===== src/rtl/bit_serial_ctrl_if.sv =====
// Handshake and control bundle between the instruction front end and bit_serial_ctrl.
// The optional single-step input is present only when CTRL_STEP_EN is defined.
interface bit_serial_ctrl_if #(
  parameter int WIDTH = 8
);
  localparam int CNT_W = $clog2(WIDTH);

  logic             start;
  logic [3:0]       opcode;
`ifdef CTRL_STEP_EN
  logic             step;
`endif
  logic             busy;
  logic             done;
  logic             illegal;
  logic             load_a;
  logic             load_b;
  logic             imm_sel;
  logic             shift_en;
  logic [1:0]       alu_op;
  logic             invert_b;
  logic             carry_init;
  logic             carry_val;
  logic             carry_en;
  logic             load_out;
  logic [CNT_W-1:0] bit_idx;

`ifdef CTRL_STEP_EN
  modport master (
    output start, opcode, step,
    input  busy, done, illegal, load_a, load_b, imm_sel, shift_en, alu_op,
           invert_b, carry_init, carry_val, carry_en, load_out, bit_idx
  );
  modport slave (
    input  start, opcode, step,
    output busy, done, illegal, load_a, load_b, imm_sel, shift_en, alu_op,
           invert_b, carry_init, carry_val, carry_en, load_out, bit_idx
  );
`else
  modport master (
    output start, opcode,
    input  busy, done, illegal, load_a, load_b, imm_sel, shift_en, alu_op,
           invert_b, carry_init, carry_val, carry_en, load_out, bit_idx
  );
  modport slave (
    input  start, opcode,
    output busy, done, illegal, load_a, load_b, imm_sel, shift_en, alu_op,
           invert_b, carry_init, carry_val, carry_en, load_out, bit_idx
  );
`endif
endinterface


===== src/rtl/bit_serial_ctrl.sv =====
// Control FSM for the bit-serial CPU datapath: IDLE -> LOAD_A -> LOAD_B -> EXEC x WIDTH -> WRITE.
// Optional macro CTRL_STEP_EN: EXEC advances only on the step input (single-step debug).
module bit_serial_ctrl #(
  parameter int WIDTH = 8
) (
  input  logic            clk,
  input  logic            rst,
  bit_serial_ctrl_if.slave bus
);
  localparam int CNT_W = $clog2(WIDTH);
  localparam logic [CNT_W-1:0] LAST_IDX = CNT_W'(WIDTH - 1);

  typedef enum logic [2:0] {
    ST_IDLE   = 3'd0,
    ST_LOAD_A = 3'd1,
    ST_LOAD_B = 3'd2,
    ST_EXEC   = 3'd3,
    ST_WRITE  = 3'd4
  } state_t;

  function automatic logic is_legal(input logic [3:0] op);
    case (op)
      4'b0000, 4'b0001, 4'b0100, 4'b0101, 4'b0110,
      4'b1000, 4'b1001, 4'b1010, 4'b1011, 4'b1100: is_legal = 1'b1;
      default:                                     is_legal = 1'b0;
    endcase
  endfunction

  function automatic logic is_sub(input logic [3:0] op);
    case (op)
      4'b0001, 4'b1001: is_sub = 1'b1;
      default:          is_sub = 1'b0;
    endcase
  endfunction

  function automatic logic is_addsub(input logic [3:0] op);
    case (op)
      4'b0000, 4'b0001, 4'b1000, 4'b1001: is_addsub = 1'b1;
      default:                            is_addsub = 1'b0;
    endcase
  endfunction

  function automatic logic [1:0] alu_sel(input logic [3:0] op);
    case (op)
      4'b0110, 4'b1100: alu_sel = 2'b01;
      4'b0101, 4'b1011: alu_sel = 2'b10;
      4'b0100, 4'b1010: alu_sel = 2'b11;
      default:          alu_sel = 2'b00;
    endcase
  endfunction

  state_t           state_r, state_s;
  logic [3:0]       op_r;
  logic [CNT_W-1:0] cnt_r;
  logic             illegal_r;
  logic             advance_s;
  logic             accept_s;
  logic             load_a_s, load_b_s, imm_sel_s, shift_en_s, invert_b_s;
  logic             carry_init_s, carry_val_s, carry_en_s, load_out_s, done_s;

  // EXEC advance qualifier: every cycle, or only on step when single-stepping
  always_comb begin
`ifdef CTRL_STEP_EN
    advance_s = bus.step;
`else
    advance_s = 1'b1;
`endif
    accept_s = (state_r == ST_IDLE) && bus.start && is_legal(bus.opcode);
  end

  // Next-state and Moore strobe decode from state register and latched opcode
  always_comb begin
    state_s      = state_r;
    load_a_s     = 1'b0;
    load_b_s     = 1'b0;
    imm_sel_s    = 1'b0;
    shift_en_s   = 1'b0;
    invert_b_s   = 1'b0;
    carry_init_s = 1'b0;
    carry_val_s  = 1'b0;
    carry_en_s   = 1'b0;
    load_out_s   = 1'b0;
    done_s       = 1'b0;
    case (state_r)
      ST_IDLE: begin
        if (accept_s) state_s = ST_LOAD_A;
        else          state_s = ST_IDLE;
      end
      ST_LOAD_A: begin
        load_a_s = 1'b1;
        state_s  = ST_LOAD_B;
      end
      ST_LOAD_B: begin
        load_b_s     = 1'b1;
        imm_sel_s    = op_r[3];
        carry_init_s = 1'b1;
        carry_val_s  = is_sub(op_r);
        state_s      = ST_EXEC;
      end
      ST_EXEC: begin
        shift_en_s = advance_s;
        carry_en_s = advance_s & is_addsub(op_r);
        invert_b_s = is_sub(op_r);
        if (advance_s && (cnt_r == LAST_IDX)) state_s = ST_WRITE;
        else                                  state_s = ST_EXEC;
      end
      ST_WRITE: begin
        load_out_s = 1'b1;
        done_s     = 1'b1;
        state_s    = ST_IDLE;
      end
      default: state_s = ST_IDLE;
    endcase
  end

  // State, opcode latch, bit counter and illegal-opcode flag
  always_ff @(posedge clk) begin
    if (rst) begin
      state_r   <= ST_IDLE;
      op_r      <= 4'b0000;
      cnt_r     <= '0;
      illegal_r <= 1'b0;
    end else begin
      state_r   <= state_s;
      illegal_r <= (state_r == ST_IDLE) && bus.start && !is_legal(bus.opcode);
      if (accept_s) op_r <= bus.opcode;
      else          op_r <= op_r;
      // counter rests at zero outside EXEC and wraps back to zero on the last bit
      if (state_r != ST_EXEC)        cnt_r <= '0;
      else if (!advance_s)           cnt_r <= cnt_r;
      else if (cnt_r == LAST_IDX)    cnt_r <= '0;
      else                           cnt_r <= cnt_r + CNT_W'(1);
    end
  end

  assign bus.busy       = (state_r != ST_IDLE);
  assign bus.alu_op     = (state_r != ST_IDLE) ? alu_sel(op_r) : 2'b00;
  assign bus.illegal    = illegal_r;
  assign bus.done       = done_s;
  assign bus.load_a     = load_a_s;
  assign bus.load_b     = load_b_s;
  assign bus.imm_sel    = imm_sel_s;
  assign bus.shift_en   = shift_en_s;
  assign bus.invert_b   = invert_b_s;
  assign bus.carry_init = carry_init_s;
  assign bus.carry_val  = carry_val_s;
  assign bus.carry_en   = carry_en_s;
  assign bus.load_out   = load_out_s;
  assign bus.bit_idx    = cnt_r;
endmodule


===== src/flat_wrapper.sv =====
// flat-port wrapper written by rule: the top's interface ports become plain ports
module bit_serial_ctrl_flat 
#(
  parameter int WIDTH = 8
)
  (clk, rst, bus_start, bus_opcode, bus_busy, bus_done, bus_illegal, bus_load_a, bus_load_b, bus_imm_sel, bus_shift_en, bus_alu_op, bus_invert_b, bus_carry_init, bus_carry_val, bus_carry_en, bus_load_out, bus_bit_idx);
  bit_serial_ctrl_if #(.WIDTH(WIDTH)) bus_i ();
  input  logic clk;
  input  logic rst;
  input wire logic [$bits(bus_i.start)-1:0] bus_start;
  input wire logic [$bits(bus_i.opcode)-1:0] bus_opcode;
  output wire logic [$bits(bus_i.busy)-1:0] bus_busy;
  output wire logic [$bits(bus_i.done)-1:0] bus_done;
  output wire logic [$bits(bus_i.illegal)-1:0] bus_illegal;
  output wire logic [$bits(bus_i.load_a)-1:0] bus_load_a;
  output wire logic [$bits(bus_i.load_b)-1:0] bus_load_b;
  output wire logic [$bits(bus_i.imm_sel)-1:0] bus_imm_sel;
  output wire logic [$bits(bus_i.shift_en)-1:0] bus_shift_en;
  output wire logic [$bits(bus_i.alu_op)-1:0] bus_alu_op;
  output wire logic [$bits(bus_i.invert_b)-1:0] bus_invert_b;
  output wire logic [$bits(bus_i.carry_init)-1:0] bus_carry_init;
  output wire logic [$bits(bus_i.carry_val)-1:0] bus_carry_val;
  output wire logic [$bits(bus_i.carry_en)-1:0] bus_carry_en;
  output wire logic [$bits(bus_i.load_out)-1:0] bus_load_out;
  output wire logic [$bits(bus_i.bit_idx)-1:0] bus_bit_idx;
  assign bus_i.start = bus_start;
  assign bus_i.opcode = bus_opcode;
  assign bus_busy = bus_i.busy;
  assign bus_done = bus_i.done;
  assign bus_illegal = bus_i.illegal;
  assign bus_load_a = bus_i.load_a;
  assign bus_load_b = bus_i.load_b;
  assign bus_imm_sel = bus_i.imm_sel;
  assign bus_shift_en = bus_i.shift_en;
  assign bus_alu_op = bus_i.alu_op;
  assign bus_invert_b = bus_i.invert_b;
  assign bus_carry_init = bus_i.carry_init;
  assign bus_carry_val = bus_i.carry_val;
  assign bus_carry_en = bus_i.carry_en;
  assign bus_load_out = bus_i.load_out;
  assign bus_bit_idx = bus_i.bit_idx;
  bit_serial_ctrl #(.WIDTH(WIDTH)) u_core (.clk(clk), .rst(rst), .bus(bus_i));
endmodule

===== config.mk =====
export PLATFORM = sky130hd
export DESIGN_NAME = bit_serial_ctrl_flat
export DESIGN_NICKNAME = d
export VERILOG_FILES = /design/src/rtl/bit_serial_ctrl_if.sv /design/src/rtl/bit_serial_ctrl.sv /design/src/flat_wrapper.sv
export SDC_FILE = /design/constraint.sdc
export NUM_CORES = 1
export LEC_CHECK = 0
export BUFFER_PORTS_ARGS = -buffer_cell sky130_fd_sc_hd__buf_2
export CORE_MARGIN = 5
export CORE_UTILIZATION = 50
export DETAILED_ROUTE_END_ITERATION = 16
export PLACE_DENSITY_LB_ADDON = 0.25
export SYNTH_ARGS = -nofsm -noshare
export SYNTH_HDL_FRONTEND = slang
export SYNTH_SLANG_ARGS = --single-unit

===== constraint.sdc =====
create_clock -name clk -period 3.12 [get_ports clk]
set_input_delay 0.312 -clock clk [delete_from_list [all_inputs] [get_ports clk]]
set_output_delay 0.312 -clock clk [all_outputs]
set_load 0.05 [all_outputs]

=== Yosys cells after proc, flatten, opt, wreduce, memory -nomap -nowiden ===
Memories as Yosys holds them, arrays and structs flattened.
Cells that the tools add are included.

* Eq/ne operators: 15
* Mux-type cells: 16
* $add $sub $neg: 1
* Reductions and logical operators: 13

{| class="wikitable"
|+ Operators with widths
! operator !! count
|-
| 4-bit equality test (second input constant) || 5
|-
| 4-bit by 3-bit equality test with 1-bit output (second input constant) || 3
|-
| 1-bit 2-to-1 mux || 12
|-
| 3-bit case mux with 4 select lines || 1
|-
| 2-bit OR reduction || 4
|-
| 3-bit by 2-bit equality test with 1-bit output (second input constant) || 2
|-
| 3-bit equality test (second input constant) || 2
|-
| 2-bit case mux with 3 select lines || 1
|-
| 4-bit by 1-bit equality test with 1-bit output (second input constant) || 1
|-
| 4-bit zero test || 1
|-
| 4-bit OR reduction || 1
|-
| 3-bit by 1-bit adder with 3-bit output (second input constant) || 1
|-
| 3-bit by 1-bit equality test with 1-bit output (second input constant) || 1
|-
| 1-bit logical AND || 3
|-
| 3-bit zero test || 1
|-
| 3-bit 2-to-1 mux || 1
|-
| 3-bit by 2-bit != test with 1-bit output (second input constant) || 1
|-
| 3-bit nonzero test || 1
|-
| 3-bit OR reduction || 1
|-
| 2-bit 2-to-1 mux || 1
|-
| 1-bit zero test || 1
|}

* Logic and storage cells: 51
* Output and inout port bits: 17
* Memory bits (read-only): 32
* Register bits after elaboration: 11
* Input bits: 7
* Memories: 2

{| class="wikitable"
|+ Memories
! memory !! words !! bits a word !! read ports !! clocked after memory_dff !! write ports !! RTL line !! source
|-
| (name not given) || 16 || 1 || 1 || 0 || 0 || bit_serial_ctrl.sv:22 || <nowiki>case (op)</nowiki>
|-
| (name not given) || 16 || 1 || 1 || 0 || 0 || bit_serial_ctrl.sv:22 ||
|}

=== Logic depth before layout (Yosys ltp) ===
Gate-level depths: netlist of run 1.

* Word-level depth: 5
* Gate-level depth with buffers: 5
* Depth with buffers taken out: 5

=== Least setup slack after synthesis of run 1 ===
OpenSTA, ideal clock, no wires.

* Kind: flip-flop to output port
* Start: register u_core.state_r[1]
* End: output bus_carry_val
* Required time: 2.808 ns
* Data arrival time: 2.594 ns
* Cell stages (with the launch flop): 4
* Path buffers: 0
* Path slack: 0.214 ns
* Cells stage by stage: dfxtp_1 -> nor2b_1 -> and2b_2 -> nor4b_1

* Longest elaborated chain between the ends: 2

{| class="wikitable"
|+ Ends and longest elaborated chain
! item !! RTL line !! source
|-
| from (decl) || bit_serial_ctrl.sv:52 || <nowiki>state_t state_r, state_s;</nowiki>
|-
| from (signal assigned) || bit_serial_ctrl.sv:124 || <nowiki>state_r <= state_s;</nowiki>
|-
| 3-bit by 2-bit equality test with 1-bit output || bit_serial_ctrl.sv:84 || <nowiki>case (state_r)</nowiki>
|-
| 1-bit 2-to-1 mux || bit_serial_ctrl.sv:84 ||
|-
| to (decl) || flat_wrapper.sv:22 || <nowiki>output wire logic [$bits(bus_i.carry_val)-1:0] bus_carry_val;</nowiki>
|}

No other way between the ends.

=== Final worst setup path of run 1 ===
Ends and elaborated chain as after synthesis.

==> results.json, run 1 <==
{
  "status": "finished, final reports clean",
  "finalMaxSlewViolations": 0,
  "synth-main-ff-cell": "dfxtp_1",
  "ys_types": 29,
  "cts_buffers": 3,
  "gp_congestion": 0.7598,
  "antenna_found_initial": 0,
  "ys_seq_area_share_pct": 33.72,
  "rsz0062_at_grt": "false",
  "dieHeight_um": 46.14,
  "cts_buffer_depth": 2,
  "viasPerCell": 5.588,
  "antenna_cells": 0,
  "skew_ps": 1.591,
  "die_area_mm2": 0.002129,
  "dr.pass1.iters": 4,
  "track_usage_pct": 15.81,
  "rows": 13,
  "ant_nets": 0,
  "grt_max_degree": 16,
  "syn2layout_area_growth_pct": 19.54,
  "cts_hold_buf": 0,
  "drt_iter0_markers": 13,
  "clk_pin_slew_worst_paths_ps": 80,
  "worst_ep_required_time_ps": 2810,
  "synth-seq-cells": 11,
  "power_density_mw_per_mm2": 471.5,
  "portBuffers": 23,
  "fillerInstances": 128,
  "grt_pass1_vias": 551,
  "cts_sinks": 11,
  "drc": 0,
  "grt.overflow.total": 0,
  "leakage_uw": 0.0003941,
  "min_path_type": "input pin to flop",
  "period_share_pct": 62.82,
  "syn_area_um2": 653.1,
  "startpoint_type": "flop",
  "period_needed_ps": 1960,
  "fin_hold_ws_ps": 291.9,
  "drive_above_1_share_pct": 34.34,
  "clk_latency_ps": 280,
  "critPathKind": "flop to output port",
  "cts_tree": "yes",
  "ys_top_cells_by_area": "dfxtp_1, nor3b_1, or4b_2",
  "tightest_slew_ps": 644.3,
  "irDropWorstVdd_mv": 0.3002,
  "synth-edff-count": 0,
  "avgRoutedWirePerCell_um": 12.90,
  "setup_tns_ps": 0,
  "cts-root-buf": "clkbuf_4",
  "cap_viol_max_count": 0,
  "slew_headroom_pct": 57.05,
  "synthArstFlopShare_pct": 0,
  "endpoint_kind": "output port",
  "cts_setup_buffers": 0,
  "hold_violations": 0,
  "synth_top_area_share_pct": 33.72,
  "finalSetupViolCount": 0,
  "yosysWarnings": 0,
  "syn_nets": 86,
  "cts_max_level": 1,
  "crit_arrival_ps": 1650,
  "nets": 109,
  "yosys.area.top_type": "dfxtp_1",
  "max_freq_mhz": 510.2,
  "syn-instance-count": 77,
  "die_w_um": 46.14,
  "initial_core_util_pct": 51.48,
  "pin_count": 24,
  "vias": 637,
  "grt_pass1_wl_mm": 2.366,
  "cts_resized": 0,
  "wirelength_mm": 1.471,
  "dp_hpwl_mm": 1.118,
  "avgSynthCellArea_um2": 8.482,
  "crit_path_max_fanout": 5,
  "coreArea_mm2": 0.001269
}
cells in the final DEF (no fill, tap or decap), types with 2 or more instances in the layout:
master,n
buf_2,23
dfxtp_1,11
nand2_1,7
nor3b_1,6
nor3_1,5
inv_1,4
nor2_1,4
nor4_1,3
and2_1,3
or4b_2,3
a31oi_1,3
nand3_1,3
clkbuf_4,3
and2b_2,2
nor4b_1,2
a21oi_1,2
and3_1,2
ha_1,2
cell usage after synthesis (all sizes together), types with 3 or more instances:
| cell type | n |
|---|---|
| a31oi | 3 |
| and2 | 3 |
| and3 | 3 |
| buf | 3 |
| dfxtp | 11 |
| inv | 4 |
| nand2 | 7 |
| nand3 | 3 |
| nor2 | 4 |
| nor3 | 5 |
| nor3b | 6 |
| nor4 | 3 |
| or4b | 4 |
routing by layer:
layer	global-route usage, %	wire length, µm	share of wire [%]
met4	10.23	38	2.6
met3	3.516	126	8.6
met2	23.63	644	44
met1	20.09	662	45
met5	0	0	0
area by class of cell:
| cell class | instances | area, µm² | area share, % |
|---|---|---|---|
| Clock inverter | 1 | 5.005 | 0.6410 |
| Inverter | 4 | 15.01 | 1.923 |
| Tap cell | 15 | 18.77 | 2.404 |
| Multi-Input combinational cell | 57 | 384.1 | 49.20 |
| Timing Repair Buffer | 23 | 115.1 | 14.74 |
| Sequential cell | 11 | 220.2 | 28.21 |
| Clock buffer | 3 | 22.52 | 2.885 |
cell families (layout without fill, tap and decap cells):
group | after synthesis | count (layout) | synth area share (%)
fa+ha+maj | 2 | 2 | 3.831
buf+inv | 9 | 31 | 7.470
flops | 11 | 11 | 33.72
simple gates | 44 | 44 | 42.72
xor+xnor | 1 | 1 | 1.341
mux | 1 | 1 | 1.533
compound gates | 9 | 9 | 9.389
path summary, 6_finish.rpt:
kind	start	to	slack, ps	cells after the start
max	u_core.state_r[1]$_SDFF_PP0_	bus_carry_val	1160	4
min	bus_opcode[0]	u_core.op_r[0]$_SDFFE_PP0P_	290	3
max reg2reg	u_core.state_r[0]$_SDFF_PP0_	u_core.state_r[0]$_SDFF_PP0_	1560	3
min reg2reg	u_core.bus.bit_idx[0]$_SDFF_PP0_	u_core.bus.bit_idx[0]$_SDFF_PP0_	470	1
state kept, by name, indices dropped and copies added, names as in the netlist:
register and count:
u_core.bus.bit_idx 3, u_core.bus.illegal 1, u_core.op_r 4, u_core.state_r 3
worst max-delay path: stages (launching register included):
cell and delay, ps:
dfxtp_1 390, nor2b_1 250, and2b_2 200, nor4b_1 220, buf_2 310
through the flow:
step	std cells	total power [µW]	setup slack, ps	utilization (%)	instance area [µm²]
2_1_floorplan	77	248.7	213.5	-	653.1
3_3_place_gp	110	267.4	1516	59.37	753.2
3_5_place_dp	110	269.1	1454	59.37	753.2
4_1_cts	114	369.6	1150	61.54	780.7
5_1_grt	114	385.2	988.4	61.54	780.7
6_report	114	368.1	1160	61.54	780.7
power by group:
part           switching (µW)  internal, µW  total [µW]
registers                12.7           150         162
logic                    70.5          32.7         103
clock network            54.9          47.7         103
(Power assumes the default switching activity.)
==> run 2, diff against run 1 <==
ABC_AREA = 1   (was not set)
CORE_UTILIZATION = 41   (was 50)
clock period = 1.8 ns   (was 3.12 ns; I/O delays follow)
==> run 2 against run 1 <==
Net effect: final cell count up 11%; critical path type unchanged; global-route usage down 4.7 points; register-to-register slack worse by 890 ps.
==> results.json, run 2 <==
{
  "synth-seq-cells": 11,
  "rsz0062_at_grt": "false",
  "skew_ps": 4.041,
  "cts_buffer_depth": 2,
  "startpoint_type": "flop",
  "clk_pin_slew_worst_paths_ps": 70,
  "grt_max_degree": 10,
  "slew_headroom_pct": 83.17,
  "power_density_mw_per_mm2": 939.1,
  "drt_iter0_markers": 15,
  "finalSetupViolCount": 0,
  "cap_viol_max_count": 0,
  "ant_nets": 0,
  "worst_ep_required_time_ps": 1620,
  "nets": 122,
  "cts_setup_buffers": 0,
  "grt_pass1_vias": 521,
  "synth_top_area_share_pct": 36.44,
  "critPathKind": "flop to output port",
  "crit_path_max_fanout": 4,
  "cts_tree": "yes",
  "rows": 13,
  "largest-register": "u_core.op_r",
  "cts-root-buf": "clkbuf_4",
  "syn2layout_area_growth_pct": 24.84,
  "dr.pass1.iters": 4,
  "grtUsageMet2_pct": 16.96,
  "busiest_layer": "met2",
  "track_usage_pct": 11.13,
  "drc": 0,
  "synth_common_cells": "inv_1, nand2_1, dfxtp_1, nor2_1, nand3_1",
  "use_met3_pct": 4.587,
  "cts_max_level": 1,
  "syn_nets": 96,
  "initial_core_util_pct": 44.76,
  "period_share_pct": 86.14,
  "avgRoutedWirePerCell_um": 10.13,
  "cts_resized": 0,
  "viasPerCell": 4.724,
  "coreArea_mm2": 0.001350,
  "swShare_pct": 40.91,
  "ys_top_cells_by_area": "dfxtp_1, inv_1, nand2_1",
  "final_area_um2": 754.5,
  "min_path_type": "input pin to flop",
  "drive_above_1_share_pct": 31.25,
  "grt.overflow.total": 0,
  "antenna_cells": 0,
  "dieHeight_um": 48.39,
  "antenna_found_initial": 0,
  "yosys.area.top_type": "dfxtp_1",
  "cts_sinks": 11,
  "synth-edff-count": 0,
  "hold_violations": 0,
  "cts_buffers": 3,
  "finalMaxSlewViolations": 0,
  "wirelength_mm": 1.286,
  "gp_congestion": 0.7772,
  "seqPwrFrac_pct": 40.8,
  "grt_pass1_wl_mm": 2.152,
  "most-common-layout-cells": "buf_2, inv_1, nand2_1, nor2_1, dfxtp_1",
  "largest_register_ffs": 4,
  "dp_hpwl_mm": 1.047,
  "ys_seq_area_share_pct": 36.44,
  "power.switching_uw": 289.9,
  "clk_latency_ps": 260,
  "fin_hold_ws_ps": 93.71,
  "tightest_slew_ps": 254.2,
  "synthArstFlopShare_pct": 0,
  "yosysWarnings": 0,
  "met1_usage_pct": 13.79,
  "synth_most_common_cell": "inv_1",
  "internal_power_uw": 418.6,
  "max_freq_mhz": 644.9,
  "synth-main-ff-cell": "dfxtp_1",
  "ys_types": 19,
  "p_clk_share_pct": 22.9,
  "pin_count": 24,
  "avgSynthCellArea_um2": 6.946,
  "die_area_mm2": 0.002342,
  "cts_hold_buf": 0,
  "fin_util_pct": 55.89,
  "comb_power_share_pct": 36.4,
  "leakage_uw": 0.0004275,
  "crit_arrival_ps": 1370,
  "endpoint_kind": "output port",
  "period_needed_ps": 1551,
  "syn_area_um2": 604.3,
  "place_area_um2": 728.2,
  "syn-instance-count": 87,
  "status": "finished, final reports clean",
  "irDropWorstVdd_mv": 0.5289,
  "die_w_um": 48.39,
  "layout_commonest_cell": "buf_2",
  "portBuffers": 23,
  "vias": 600
}
[run 2: per-layer routing]
metal / up-vias / wire length, µm / part of all wire (%)
li1: 318 / - / -
met1: 258 / 605 / 47
met2: 22 / 565 / 44
met3: 2 / 104 / 8.1
met4: 0 / 10 / 0.78
met5: - / 0 / 0
[run 2: layout make-up]
cell class	instances	area, µm²
Clock buffer	4	26.28
Fill cell	143	595.6
Inverter	18	67.56
Multi-Input combinational cell	56	306.5
Sequential cell	11	220.2
Tap cell	15	18.77
Timing Repair Buffer	23	115.1
[run 2: power groups by stage]
stage / clock (µW) / sequential, µW / combinational [µW]
after floorplan: 0 / 294 / 209
after global placement: 0 / 292 / 256
after detailed placement: 0 / 294 / 260
after CTS: 168 / 288 / 261
after global routing: 184 / 291 / 281
final: 162 / 289 / 258
[run 2: path summary, 6_finish.rpt]
check | slack [ps] | cells after the start | to | start
hold reg to reg | 450 | 1 | u_core.bus.bit_idx[0]$_SDFF_PP0_ | u_core.bus.bit_idx[0]$_SDFF_PP0_
setup reg to reg | 670 | 5 | u_core.bus.bit_idx[1]$_SDFF_PP0_ | u_core.bus.bit_idx[0]$_SDFF_PP0_
setup / recovery | 250 | 5 | bus_alu_op[0] | u_core.state_r[1]$_SDFF_PP0_
hold / removal | 90 | 2 | u_core.state_r[0]$_SDFF_PP0_ | rst
[run 2: through the flow]
stage	TNS, ps	cells	total power, µW	worst slack (ps)
2_1_floorplan	-292.0	87	503.1	-292.0
3_3_place_gp	0	123	548.0	581.7
3_5_place_dp	0	123	553.3	537.3
4_1_cts	0	127	717.0	245.0
5_1_grt	0	127	756.3	170.1
6_report	0	127	708.5	249.4
[run 2: logic make-up after synthesis]
family                     after synthesis  synth area share, %
and+or+nand+nor                         46                38.72
adders and majority gates                2                4.140
buffers and inverters                   20                13.66
AOI/OAI and AO/OA                        8                7.039
DFF                                     11                36.44
[run 2: worst max-delay path: stages (launching register included)]
cell and delay (ps):
dfxtp_1 390, inv_1 100, nand2_4 120, inv_1 70, a211oi_2 140, buf_2 290
==> run 3, diff against run 2 <==
CORE_UTILIZATION = 44   (was 41)
CTS_BUF_LIST = sky130_fd_sc_hd__clkbuf_2   (was not set)
==> run 3 against run 2 <==
Net effect: core utilization up 1.6 points; setup slack better by 12 ps; first-iteration DRC count fell by 73%; sequential share of layout area up 0.24 points; combinational power hardly changed; die area decreased by 5.4%; critical path type unchanged; largest cell class unchanged.
==> results.json, run 3 (synthesized netlist as in run 2, its figures left out) <==
{
  "status": "finished, final reports clean",
  "rows": 13,
  "cts_setup_buffers": 0,
  "power_density_mw_per_mm2": 913.8,
  "cts_tree": "yes",
  "nets": 122,
  "syn2layout_area_growth_pct": 23.81,
  "drt_iter0_markers": 4,
  "cts_hold_buf": 0,
  "grt_pass1_wl_mm": 2.083,
  "antenna_found_initial": 0,
  "avgRoutedWirePerCell_um": 10.17,
  "leakage_uw": 0.0004292,
  "period_share_pct": 85.49,
  "gp_congestion": 0.7452,
  "dp_hpwl_mm": 1.075,
  "crit_arrival_ps": 1360,
  "vias": 596,
  "grtUsageMet2_pct": 22.76,
  "slew_headroom_pct": 81.08,
  "busiest_layer": "met2",
  "antenna_cells": 0,
  "setup_tns_ps": 0,
  "min_path_type": "input pin to flop",
  "grt.overflow.total": 0,
  "finalSetupViolCount": 0,
  "dr.pass1.iters": 4,
  "design_power_total_uw": 683.7,
  "coreArea_mm2": 0.001301,
  "min_delay_path_depth": 2,
  "irDropWorstVdd_mv": 0.3287,
  "endpoint_kind": "output port",
  "dieHeight_um": 47.06,
  "r2r_start": "u_core.bus.bit_idx[0]$_SDFF_PP0_",
  "worstPathCellList": "nor2_4 > nand2_4 > inv_1 > a211oi_2 > buf_2",
  "largest_register_ffs": 4,
  "most-common-layout-cells": "buf_2, inv_1, nand2_1, nor2_1, dfxtp_1",
  "die_w_um": 47.06,
  "layout_commonest_cell": "buf_2",
  "slowest_stage": "dfxtp_1",
  "die_area_mm2": 0.002215,
  "rsz0062_at_grt": "false",
  "skew_ps": 0.8522,
  "cts_buffer_depth": 2,
  "clk_pin_slew_worst_paths_ps": 100,
  "cts_buffers": 3,
  "fin_hold_ws_ps": 117.2,
  "drive_above_1_share_pct": 32.14,
  "worst_ep_required_time_ps": 1620,
  "max_stage_delay_ps": 440,
  "wirelength_mm": 1.292,
  "initial_core_util_pct": 46.44,
  "hp-start": "rst",
  "hold_end": "u_core.state_r[0]$_SDFF_PP0_",
  "cap_viol_max_count": 0,
  "viasPerCell": 4.693,
  "grt_max_degree": 10,
  "finalMaxSlewViolations": 0,
  "hold_violations": 0,
  "portBuffers": 23,
  "cts_max_level": 1,
  "startpoint_type": "flop",
  "max_freq_mhz": 649.9,
  "ff2ff_setup_slack_ps": 660,
  "grt_pass1_vias": 540,
  "cts-root-buf": "clkbuf_2",
  "tightest_slew_ps": 281.2,
  "track_usage_pct": 13.71,
  "rr_worst_depth": 5,
  "fin_util_pct": 57.50,
  "cts_sinks": 11,
  "critPathKind": "flop to output port",
  "largest-register": "u_core.op_r",
  "crit_path_max_fanout": 4,
  "cts_resized": 0,
  "pin_count": 24,
  "met1_usage_pct": 15.01,
  "use_met3_pct": 3.448,
  "period_needed_ps": 1539,
  "drc": 0,
  "clk_latency_ps": 250,
  "ant_nets": 0,
  "r2r_end": "u_core.bus.bit_idx[1]$_SDFF_PP0_"
}
[run 3: changes by cell type in the layout (fill, tap and decap cells not counted)]
cell | before | now
clkbuf_1 | 1 | 0
clkbuf_2 | 0 | 4
clkbuf_4 | 3 | 0
[run 3: layout make-up]
cell class | count | area (µm²)
inverter | 18 | 67.56
fill | 145 | 553.0
tap | 15 | 18.77
clock buffer | 4 | 20.02
timing repair buffer | 23 | 115.1
sequential | 11 | 220.2
multi-input combinational | 56 | 306.5
[run 3: critical path: cells and delay by family (launching register included)]
family                 cells  cell delay [ps]
AO/OA/AOI/OAI              1              130
buffers and inverters      2              360
flip-flops                 1              440
AND/OR/NAND/NOR            2              170
[run 3: worst max-delay path by stage]
stage | depth (start not counted) | start | slack [ps] | endpoint
3_5_place_dp | 5 | u_core.state_r[0]$_SDFF_PP0_ | 540 | bus_alu_op[0]
2_1_floorplan | 3 | u_core.state_r[2]$_SDFF_PP0_ | -290 | bus_load_out
6_report | 5 | u_core.state_r[0]$_SDFF_PP0_ | 260 | bus_alu_op[0]
5_1_grt | 5 | u_core.state_r[1]$_SDFF_PP0_ | 190 | bus_alu_op[0]
3_3_place_gp | 5 | u_core.state_r[0]$_SDFF_PP0_ | 580 | bus_alu_op[0]
4_1_cts | 5 | u_core.state_r[0]$_SDFF_PP0_ | 230 | bus_alu_op[0]
[run 3: per-stage QoR]
stage                     area, µm²  std cells  worst slack (ps)
after floorplan               609.3         87            -292.0
after global placement        728.2        123             580.3
after detailed placement      728.2        123             535.9
after CTS                     748.2        127             234.8
after global routing          748.2        127             185.3
final                         748.2        127             261.2
[run 3: report_power, final]
part / internal [µW] / switching, µW
combinational: 69.0 / 190
sequential: 264 / 23.6
clock: 59.0 / 77.8
[run 3: per-layer routing]
| layer | part of all wire (%) | wire (µm) | vias up |
|---|---|---|---|
| li1 | - | - | 316 |
| met1 | 45 | 575 | 257 |
| met2 | 46 | 592 | 18 |
| met3 | 7.0 | 91 | 5 |
| met4 | 2.5 | 32 | 0 |
| met5 | 0 | 0 | - |
